File: src/rtl/md5_pkg.sv
// Shared MD5 constants: round K table, per-round rotate amounts, FSM states
// and the standard initial chaining value.
package md5_pkg;

  typedef enum logic [1:0] {
    ST_IDLE  = 2'd0,
    ST_ROUND = 2'd1,
    ST_FINAL = 2'd2
  } state_e;

  localparam int unsigned NUM_ROUNDS = 64;

  // {D,C,B,A}, A in the low word
  localparam logic [127:0] MD5_IV = {32'h10325476, 32'h98badcfe, 32'hefcdab89, 32'h67452301};

  localparam logic [31:0] K_TAB [NUM_ROUNDS] = '{
    32'hd76aa478, 32'he8c7b756, 32'h242070db, 32'hc1bdceee,
    32'hf57c0faf, 32'h4787c62a, 32'ha8304613, 32'hfd469501,
    32'h698098d8, 32'h8b44f7af, 32'hffff5bb1, 32'h895cd7be,
    32'h6b901122, 32'hfd987193, 32'ha679438e, 32'h49b40821,
    32'hf61e2562, 32'hc040b340, 32'h265e5a51, 32'he9b6c7aa,
    32'hd62f105d, 32'h02441453, 32'hd8a1e681, 32'he7d3fbc8,
    32'h21e1cde6, 32'hc33707d6, 32'hf4d50d87, 32'h455a14ed,
    32'ha9e3e905, 32'hfcefa3f8, 32'h676f02d9, 32'h8d2a4c8a,
    32'hfffa3942, 32'h8771f681, 32'h6d9d6122, 32'hfde5380c,
    32'ha4beea44, 32'h4bdecfa9, 32'hf6bb4b60, 32'hbebfbc70,
    32'h289b7ec6, 32'heaa127fa, 32'hd4ef3085, 32'h04881d05,
    32'hd9d4d039, 32'he6db99e5, 32'h1fa27cf8, 32'hc4ac5665,
    32'hf4292244, 32'h432aff97, 32'hab9423a7, 32'hfc93a039,
    32'h655b59c3, 32'h8f0ccc92, 32'hffeff47d, 32'h85845dd1,
    32'h6fa87e4f, 32'hfe2ce6e0, 32'ha3014314, 32'h4e0811a1,
    32'hf7537e82, 32'hbd3af235, 32'h2ad7d2bb, 32'heb86d391
  };

  localparam logic [4:0] S_TAB [NUM_ROUNDS] = '{
    5'd7, 5'd12, 5'd17, 5'd22, 5'd7, 5'd12, 5'd17, 5'd22,
    5'd7, 5'd12, 5'd17, 5'd22, 5'd7, 5'd12, 5'd17, 5'd22,
    5'd5, 5'd9,  5'd14, 5'd20, 5'd5, 5'd9,  5'd14, 5'd20,
    5'd5, 5'd9,  5'd14, 5'd20, 5'd5, 5'd9,  5'd14, 5'd20,
    5'd4, 5'd11, 5'd16, 5'd23, 5'd4, 5'd11, 5'd16, 5'd23,
    5'd4, 5'd11, 5'd16, 5'd23, 5'd4, 5'd11, 5'd16, 5'd23,
    5'd6, 5'd10, 5'd15, 5'd21, 5'd6, 5'd10, 5'd15, 5'd21,
    5'd6, 5'd10, 5'd15, 5'd21, 5'd6, 5'd10, 5'd15, 5'd21
  };

endpackage

File: src/rtl/md5_round_step.sv
// One combinational MD5 round: picks F, message index, K and rotate by round
// number and produces the rotated working registers.
module md5_round_step
  import md5_pkg::*;
(
  input  logic [31:0]  a_i,
  input  logic [31:0]  b_i,
  input  logic [31:0]  c_i,
  input  logic [31:0]  d_i,
  input  logic [5:0]   round_i,
  input  logic [511:0] message_i,
  output logic [31:0]  a_o,
  output logic [31:0]  b_o,
  output logic [31:0]  c_o,
  output logic [31:0]  d_o
);

  logic [7:0]  r8;
  logic [7:0]  gx;
  logic [3:0]  g;
  logic [31:0] f;
  logic [31:0] m_word;
  logic [31:0] sum;
  logic [31:0] rot;
  logic [4:0]  s;

  assign r8 = {2'b00, round_i};

  always_comb begin
    f  = '0;
    gx = '0;
    unique case (round_i[5:4])
      2'd0: begin f = (b_i & c_i) | (~b_i & d_i); gx = r8;                 end
      2'd1: begin f = (d_i & b_i) | (~d_i & c_i); gx = r8 * 8'd5 + 8'd1;   end
      2'd2: begin f = b_i ^ c_i ^ d_i;            gx = r8 * 8'd3 + 8'd5;   end
      default: begin f = c_i ^ (b_i | ~d_i);      gx = r8 * 8'd7;          end
    endcase
  end

  // Only the low nibble matters: the index is taken mod 16.
  assign g      = gx[3:0];
  assign m_word = message_i[{g, 5'b00000} +: 32];
  assign s      = S_TAB[round_i];
  assign sum    = a_i + f + K_TAB[round_i] + m_word;
  // s is never 0, so the right shift by 32-s stays in range.
  assign rot    = (sum << s) | (sum >> (6'd32 - {1'b0, s}));

  assign a_o = d_i;
  assign b_o = b_i + rot;
  assign c_o = b_i;
  assign d_o = c_i;

endmodule

File: src/rtl/md5_block_sequencer.sv
// Runs one 512-bit block through 64 MD5 rounds, one per clock, then folds in
// the chaining value and pulses done.
module md5_block_sequencer
  import md5_pkg::*;
(
  input  logic         clk,
  input  logic         rst_n,
  input  logic         start,
  input  logic         abort,
  input  logic [511:0] message,
  input  logic [127:0] hash_in,
  output logic         busy,
  output logic         done,
  output logic [127:0] hash_out
);

  state_e       state_q, state_d;
  logic [5:0]   round_q;
  logic [511:0] msg_q;
  logic [127:0] h0_q;
  logic [31:0]  a_q, b_q, c_q, d_q;
  logic [31:0]  a_d, b_d, c_d, d_d;
  logic [127:0] hash_q;
  logic         done_q;
  logic         accept;
  logic         finish;

  assign accept = (state_q == ST_IDLE) && start;
  assign finish = (state_q == ST_FINAL) && !abort;

  md5_round_step u_step (
    .a_i       (a_q),
    .b_i       (b_q),
    .c_i       (c_q),
    .d_i       (d_q),
    .round_i   (round_q),
    .message_i (msg_q),
    .a_o       (a_d),
    .b_o       (b_d),
    .c_o       (c_d),
    .d_o       (d_d)
  );

  always_ff @(posedge clk or negedge rst_n) begin
    if (!rst_n) state_q <= ST_IDLE;
    else        state_q <= state_d;
  end

  always_comb begin
    state_d = state_q;
    unique case (state_q)
      ST_IDLE:  if (start) state_d = ST_ROUND;
      ST_ROUND: begin
        if (abort)                 state_d = ST_IDLE;
        else if (round_q == 6'd63) state_d = ST_FINAL;
      end
      default:  state_d = ST_IDLE;
    endcase
  end

  always_comb begin
    busy = (state_q != ST_IDLE);
  end

  always_ff @(posedge clk or negedge rst_n) begin
    if (!rst_n) begin
      round_q <= '0;
      msg_q   <= '0;
      h0_q    <= '0;
      a_q     <= '0;
      b_q     <= '0;
      c_q     <= '0;
      d_q     <= '0;
    end else if (accept) begin
      round_q <= '0;
      msg_q   <= message;
      h0_q    <= hash_in;
      a_q     <= hash_in[31:0];
      b_q     <= hash_in[63:32];
      c_q     <= hash_in[95:64];
      d_q     <= hash_in[127:96];
    end else if (state_q == ST_ROUND && !abort) begin
      round_q <= round_q + 6'd1;
      a_q     <= a_d;
      b_q     <= b_d;
      c_q     <= c_d;
      d_q     <= d_d;
    end
  end

  always_ff @(posedge clk or negedge rst_n) begin
    if (!rst_n) begin
      hash_q <= '0;
      done_q <= 1'b0;
    end else begin
      done_q <= finish;
      if (finish) begin
        hash_q <= {h0_q[127:96] + d_q, h0_q[95:64] + c_q,
                   h0_q[63:32]  + b_q, h0_q[31:0]  + a_q};
      end
    end
  end

  assign done     = done_q;
  assign hash_out = hash_q;

endmodule

File: config.mk
export PLATFORM = sky130hd
export DESIGN_NAME = md5_block_sequencer
export DESIGN_NICKNAME = d
export VERILOG_FILES = /design/src/rtl/md5_pkg.sv /design/src/rtl/md5_round_step.sv /design/src/rtl/md5_block_sequencer.sv
export SDC_FILE = /design/constraint.sdc
export NUM_CORES = 2
export LEC_CHECK = 0
export CAP_MARGIN = 15
export CORE_UTILIZATION = 48
export DETAILED_ROUTE_END_ITERATION = 8
export PLACE_DENSITY = 0.76
export SETUP_SLACK_MARGIN = 0.2
export SKIP_CTS_REPAIR_TIMING = 1
export SYNTH_ARGS = -nofsm -noshare
export SYNTH_HDL_FRONTEND = slang
export SYNTH_SLANG_ARGS = --single-unit
File: constraint.sdc
create_clock -name clk -period 14.1 [get_ports clk]
set_input_delay 4.23 -clock clk [delete_from_list [all_inputs] [get_ports clk]]
set_output_delay 4.23 -clock clk [all_outputs]
set_load 0.02 [all_outputs]
## Word level (Yosys, flattened, before mapping)

Memories as Yosys holds them, arrays and structs flattened.
Cells that the tools add are included.

| storage, ports and cells | value |
|---|---|
| register bits | 905 |
| bits in read-only memories | 2368 |
| input bits | 644 |
| word-level logic and storage cells | 81 |
| memories | 2 |

Memories:

| memory | words | bits a word | read ports | clocked after memory_dff | write ports | line | RTL |
|---|---|---|---|---|---|---|---|
| (name not given) | 64 | 32 | 1 | 0 | 0 | md5_round_step.sv:44 | `assign sum = a_i + f + K_TAB[round_i] + m_word;` |
| (name not given) | 64 | 5 | 1 | 0 | 0 | md5_round_step.sv:43 | `assign s = S_TAB[round_i];` |

| operators by class | value |
|---|---|
| add/sub/neg operators | 12 |
| multiply operators | 3 |
| order comparisons | 1 |
| equality and inequality tests | 7 |
| shift-type cells | 3 |
| mux-type cells | 20 |
| bitwise gates (word level) | 14 |
| reduce and logical (&&, ||, !) cells | 9 |

Operators with widths:

| operator | count |
|---|---|
| $shiftx A512 B10 Y32 | 1 |
| $mux W32 | 10 |
| $add A32 B32 Y32 | 8 |
| $and A32 B32 Y32 | 4 |
| $or A32 B32 Y32 | 4 |
| $pmux W32 S3 | 1 |
| $xor A32 B32 Y32 | 3 |
| $not A32 Y32 | 2 |
| $shl A32 B5 Y32 | 1 |
| $shr A32 B6 Y32 | 1 |
| $mul A6 B3 Y4 const B | 2 |
| $mux W6 | 2 |
| $pmux W4 S3 | 1 |
| $mux W5 | 2 |
| $ge A7 B7 Y1 const B | 1 |
| $not A6 Y7 | 1 |
| $add A6 B1 Y6 const B | 1 |
| $eq A6 B6 Y1 const B | 1 |
| $mul A6 B2 Y4 const B | 1 |
| $mux W2 | 3 |
| $sub A6 B5 Y6 const A | 1 |
| $add A4 B1 Y4 const B | 1 |
| $add A4 B3 Y4 const B | 1 |
| $eq A2 B1 Y1 const B | 2 |
| 9 further kinds | 14 |

## Depth between registers and ports, before layout

| logic depth | value |
|---|---|
| depth in word-level cells | 12 |
| depth in mapped cells | 51 |
| mapped depth without buffers | 46 |

## By module

From an unflattened synthesis, not the netlist that was laid out.

| unflattened totals | value |
|---|---|
| cells, all modules | 7459 |
| area total of the unflattened synthesis | 59829.9 µm² |

By module, submodules not included:

| module | instances | cells each | area an instance (µm²) | seq. area each (µm²) |
|---|---|---|---|---|
| md5_block_sequencer | 1 | 4550 | 40790.4 | 22646.7 |
| md5_round_step | 1 | 2909 | 19039.5 | 0.0 |

## Worst setup path after synthesis

OpenSTA, ideal clock, no wires.

| path | value |
|---|---|
| path kind | register -> register |
| from | register round_q[2] |
| to | register b_q[24] |
| library setup time | 0.131 ns |
| arrival | 10.956 ns |
| setup slack | 3.014 ns |
| stages on the path, launching flop included | 50 |
| buffers on the path | 6 |
| clock period less this slack | 11.086 ns |
| cell sequence | dfrtp_1 inv_2 clkbuf_1 buf_1 ha_1 fa_1 xnor2_1 xnor2_1 a211oi_1 or3_1 buf_2 clkbuf_1 clkbuf_1 buf_1 mux2i_1 a21oi_1 fa_1 inv_1 [... 14 more ...] o21ai_0 o22ai_1 o221ai_1 ha_1 fa_1 a21o_1 a21oi_1 o21ai_0 a31oi_1 a31oi_1 a221oi_1 o21ai_0 o21a_1 o21a_1 o21ai_0 nor3_1 a21oi_1 nand3_1 |

| on the way | value |
|---|---|
| longest elaborated chain between the ends | 11 |

RTL lines:

| what | line | RTL |
|---|---|---|
| start: declaration | md5_block_sequencer.sv:18 | `logic [5:0] round_q;` |
| start signal: assignment | md5_block_sequencer.sv:83 | `round_q <= round_q + 6'd1;` |
| parallel branches: the longest is 7 deep, another holds $add A32 B32 Y32 | n/a |  |
| $or A32 B32 Y32 * | md5_round_step.sv:46 | `assign rot = (sum << s) \| (sum >> (6'd32 - {1'b0, s}));` |
| $add A32 B32 Y32 * | md5_round_step.sv:49 | `assign b_o = b_i + rot;` |
| $mux W32 * | md5_block_sequencer.sv:82 | `end else if (state_q == ST_ROUND && !abort) begin` |
| $mux W32 * | md5_block_sequencer.sv:74 | `end else if (accept) begin` |
| end signal: assignment | md5_block_sequencer.sv:79 | `b_q <= hash_in[63:32];` |
| end: declaration | md5_block_sequencer.sv:21 | `logic [31:0] a_q, b_q, c_q, d_q;` |

Mark *: on every way between the ends. The select of a mux whose other input is x is not followed.
A chain may end at the register's enable or synchronous reset.

## Final worst setup path

| path | value |
|---|---|
| from | register round_q[0] |
| to | register b_q[31] |

Same word-level chain as after synthesis.

==> metrics.txt <==
run status complete, no violations; Synth Net Count 7,644; period utilisation layout 85.4%; Global Route Usage Sum 37.4%; Mapped Cells 6,718; Site Rows 125; Fillers 10,200; most frequent cells in the layout nand2_1 (2,327), dfrtp_1 (901), clkdlybuf4s50_1 (772), o21ai_0 (413), a21oi_1 (363); Seq/Total Area, Yosys 40.2%; synthesized area per cell 8.39 um2; Clock Pin Slew Worst Setup and Hold Paths 70 ps; H-Tree Depth 3; NumNets Final 8,211; Worst slew margin 22.8%; number of synthesized flops with an enable pin 0; 1st-iter DRT viols 5,681; initial antenna violation count 10; Die Area 119,000 um2; Die Wd 345 um; setup_tns 0 ps; Final Hold Vio Count 0; DP HPWL 171 mm; clk_lat worst skew 700 ps; Longest Clk Path Bufs 3; ys async rst share 100%; Synth Flop Type dfrtp_1; First-pass DRT Iterations 6; cts bufs inserted 96; FMAX 0.0830 GHz; WL final 224 mm; WS Path Type reg -> reg; clock sink count 905; Area Growth Syn to Fin 21.7%; Final Max Tran Viols 0; endpoints failing setup 0; CORE AREA 116,000 um2; GRT Residual Overflow 0; crit path DAT 12,590 ps; I/O pin total 774; critical path capture point type flop; CTS tree done; vias 52,700; vias per cell 5.92; Slew @ Worst Pin 1160 ps; Critical-path top delay cell ha_1; maxcap violations 0; crit path max fanout 23; first-pass GRT wire length 328 mm; #FFs+latches synth 905; leading cell type in the layout, fill and taps excluded nand2_1; min-delay worst type reg -> reg; post-route ant nets 0; Root Buffer clkbuf_16; wire per inst 25.2 um; largest net degree at the start of global routing 235; layout cells sized above 1 5.63%; post-route minimum period 12,040 ps; port buffer count 773; required time of the critical path 14,650 ps; CP dominant cell by count o21ai_0; Mapped Area 56,300 um2; Starting Density 48.5%; vias in the first global route 51,000; YS warnings 0; Worst Clk Skew 21.7 ps; Remaining DRCs 0; CP startpoint kind flop; CP max stage delay 690 ps; die height 345 um; RSZ-0062 raised after global routing false; GPL Wtd Cong 0.979; Yosys cell types 83
-- final cells by class --
| type | count | area, um2 | share of cell area [%] |
|---|---|---|---|
| antenna | 7 | 17.5 | 0.0256 |
| clock buffer | 137 | 2720 | 3.96 |
| clock inverter | 33 | 393 | 0.573 |
| inverter | 223 | 837 | 1.22 |
| multi-input combinational | 5203 | 31500 | 45.9 |
| sequential | 905 | 22700 | 33.1 |
| tap | 1524 | 1910 | 2.78 |
| timing repair buffer | 856 | 8530 | 12.4 |
-- synthesized netlist by cell type (21+ instances only) --
library cell | n | area [um2]
a211oi_1 | 79 | 593
a21o_1 | 78 | 586
a21oi_1 | 363 | 1820
a22oi_1 | 27 | 203
a31oi_1 | 42 | 263
and3_1 | 23 | 144
buf_1 | 47 | 176
clkbuf_1 | 321 | 1200
dfrtp_1 | 905 | 22600
fa_1 | 69 | 1380
ha_1 | 213 | 2670
inv_1 | 218 | 818
mux2i_1 | 205 | 2050
mux4_2 | 131 | 2950
nand2_1 | 2329 | 8740
nand2b_1 | 29 | 181
nand3_1 | 78 | 390
nor2_1 | 312 | 1170
nor2b_1 | 90 | 563
nor3_1 | 90 | 450
o211ai_1 | 41 | 308
o21a_1 | 43 | 323
o21ai_0 | 413 | 2070
o21bai_1 | 21 | 158
o221ai_1 | 26 | 228
o22ai_1 | 50 | 313
o31a_1 | 35 | 307
xnor2_1 | 91 | 797
xor2_1 | 77 | 674
-- worst paths after layout --
check	from	endpoint	slack, ps	cells after the start
max	round_q[0]$_DFFE_PN0P_	b_q[31]$_DFFE_PN0P_	2060	40
min	msg_q[76]$_DFFE_PN0P_	msg_q[76]$_DFFE_PN0P_	470	2
max reg2reg	round_q[0]$_DFFE_PN0P_	b_q[31]$_DFFE_PN0P_	2060	40
min reg2reg	msg_q[76]$_DFFE_PN0P_	msg_q[76]$_DFFE_PN0P_	470	2
max in group asynchronous	rst_n	msg_q[57]$_DFFE_PN0P_	8130	3
min in group asynchronous	rst_n	hash_out[104]$_DFFE_PN0P_	3600	1
-- routing by layer --
layer / up-vias / wire length, um / global-route usage (%)
li1: 24000 / - / -
met1: 25600 / 88200 / 48.5
met2: 2524 / 100000 / 57.4
met3: 561 / 18000 / 6.33
met4: 6 / 17700 / 25.4
met5: - / 41 / 0
-- stage by stage --
| step | setup slack [ps] | std cells | util, % | hold slack, ps | instance area [um2] |
|---|---|---|---|---|---|
| floorplan | 3010 | 6718 | - | 440 | 56300 |
| global placement | 2670 | 8711 | 56.3 | 452 | 65400 |
| detailed placement | 2500 | 8711 | 56.3 | 457 | 65400 |
| CTS | 2450 | 8881 | 59.0 | 472 | 68500 |
| global route | 1150 | 8885 | 59.0 | 488 | 68500 |
| finish | 2060 | 8888 | 59.0 | 468 | 68500 |
-- cell families (layout without fill, tap and decap cells) --
logic type | after synthesis | count (layout) | synth area share [%]
simple gates | 3036 | 3036 | 21.7
compound gates | 1366 | 1366 | 15.0
flops | 905 | 905 | 40.2
buf+inv | 610 | 1249 | 4.11
mux | 348 | 348 | 9.12
fa+ha+maj | 282 | 282 | 7.18
xor+xnor | 171 | 171 | 2.72
other cells | 0 | 7 | 0
-- state kept, by name, summed over array words and instances (netlist names) --
register / flops
h0_q: 128
c_q: 32
a_q: 32
round_q: 6
msg_q: 512
hash_out: 128
state_q: 2
b_q: 32
d_q: 32
done: 1
-- critical path: cells and delay by family (launching register included) --
family / cells / cell delay [ps]
buffers and inverters: 5 / 1190
AND/OR/NAND/NOR: 2 / 230
adder cells (fa/ha/maj): 5 / 2470
AO/OA/AOI/OAI: 26 / 6880
flip-flops: 1 / 370
multiplexers: 2 / 740
Power is not shown: default switching activity piles up to over one toggle a cycle in this logic, so the estimate is an artifact.
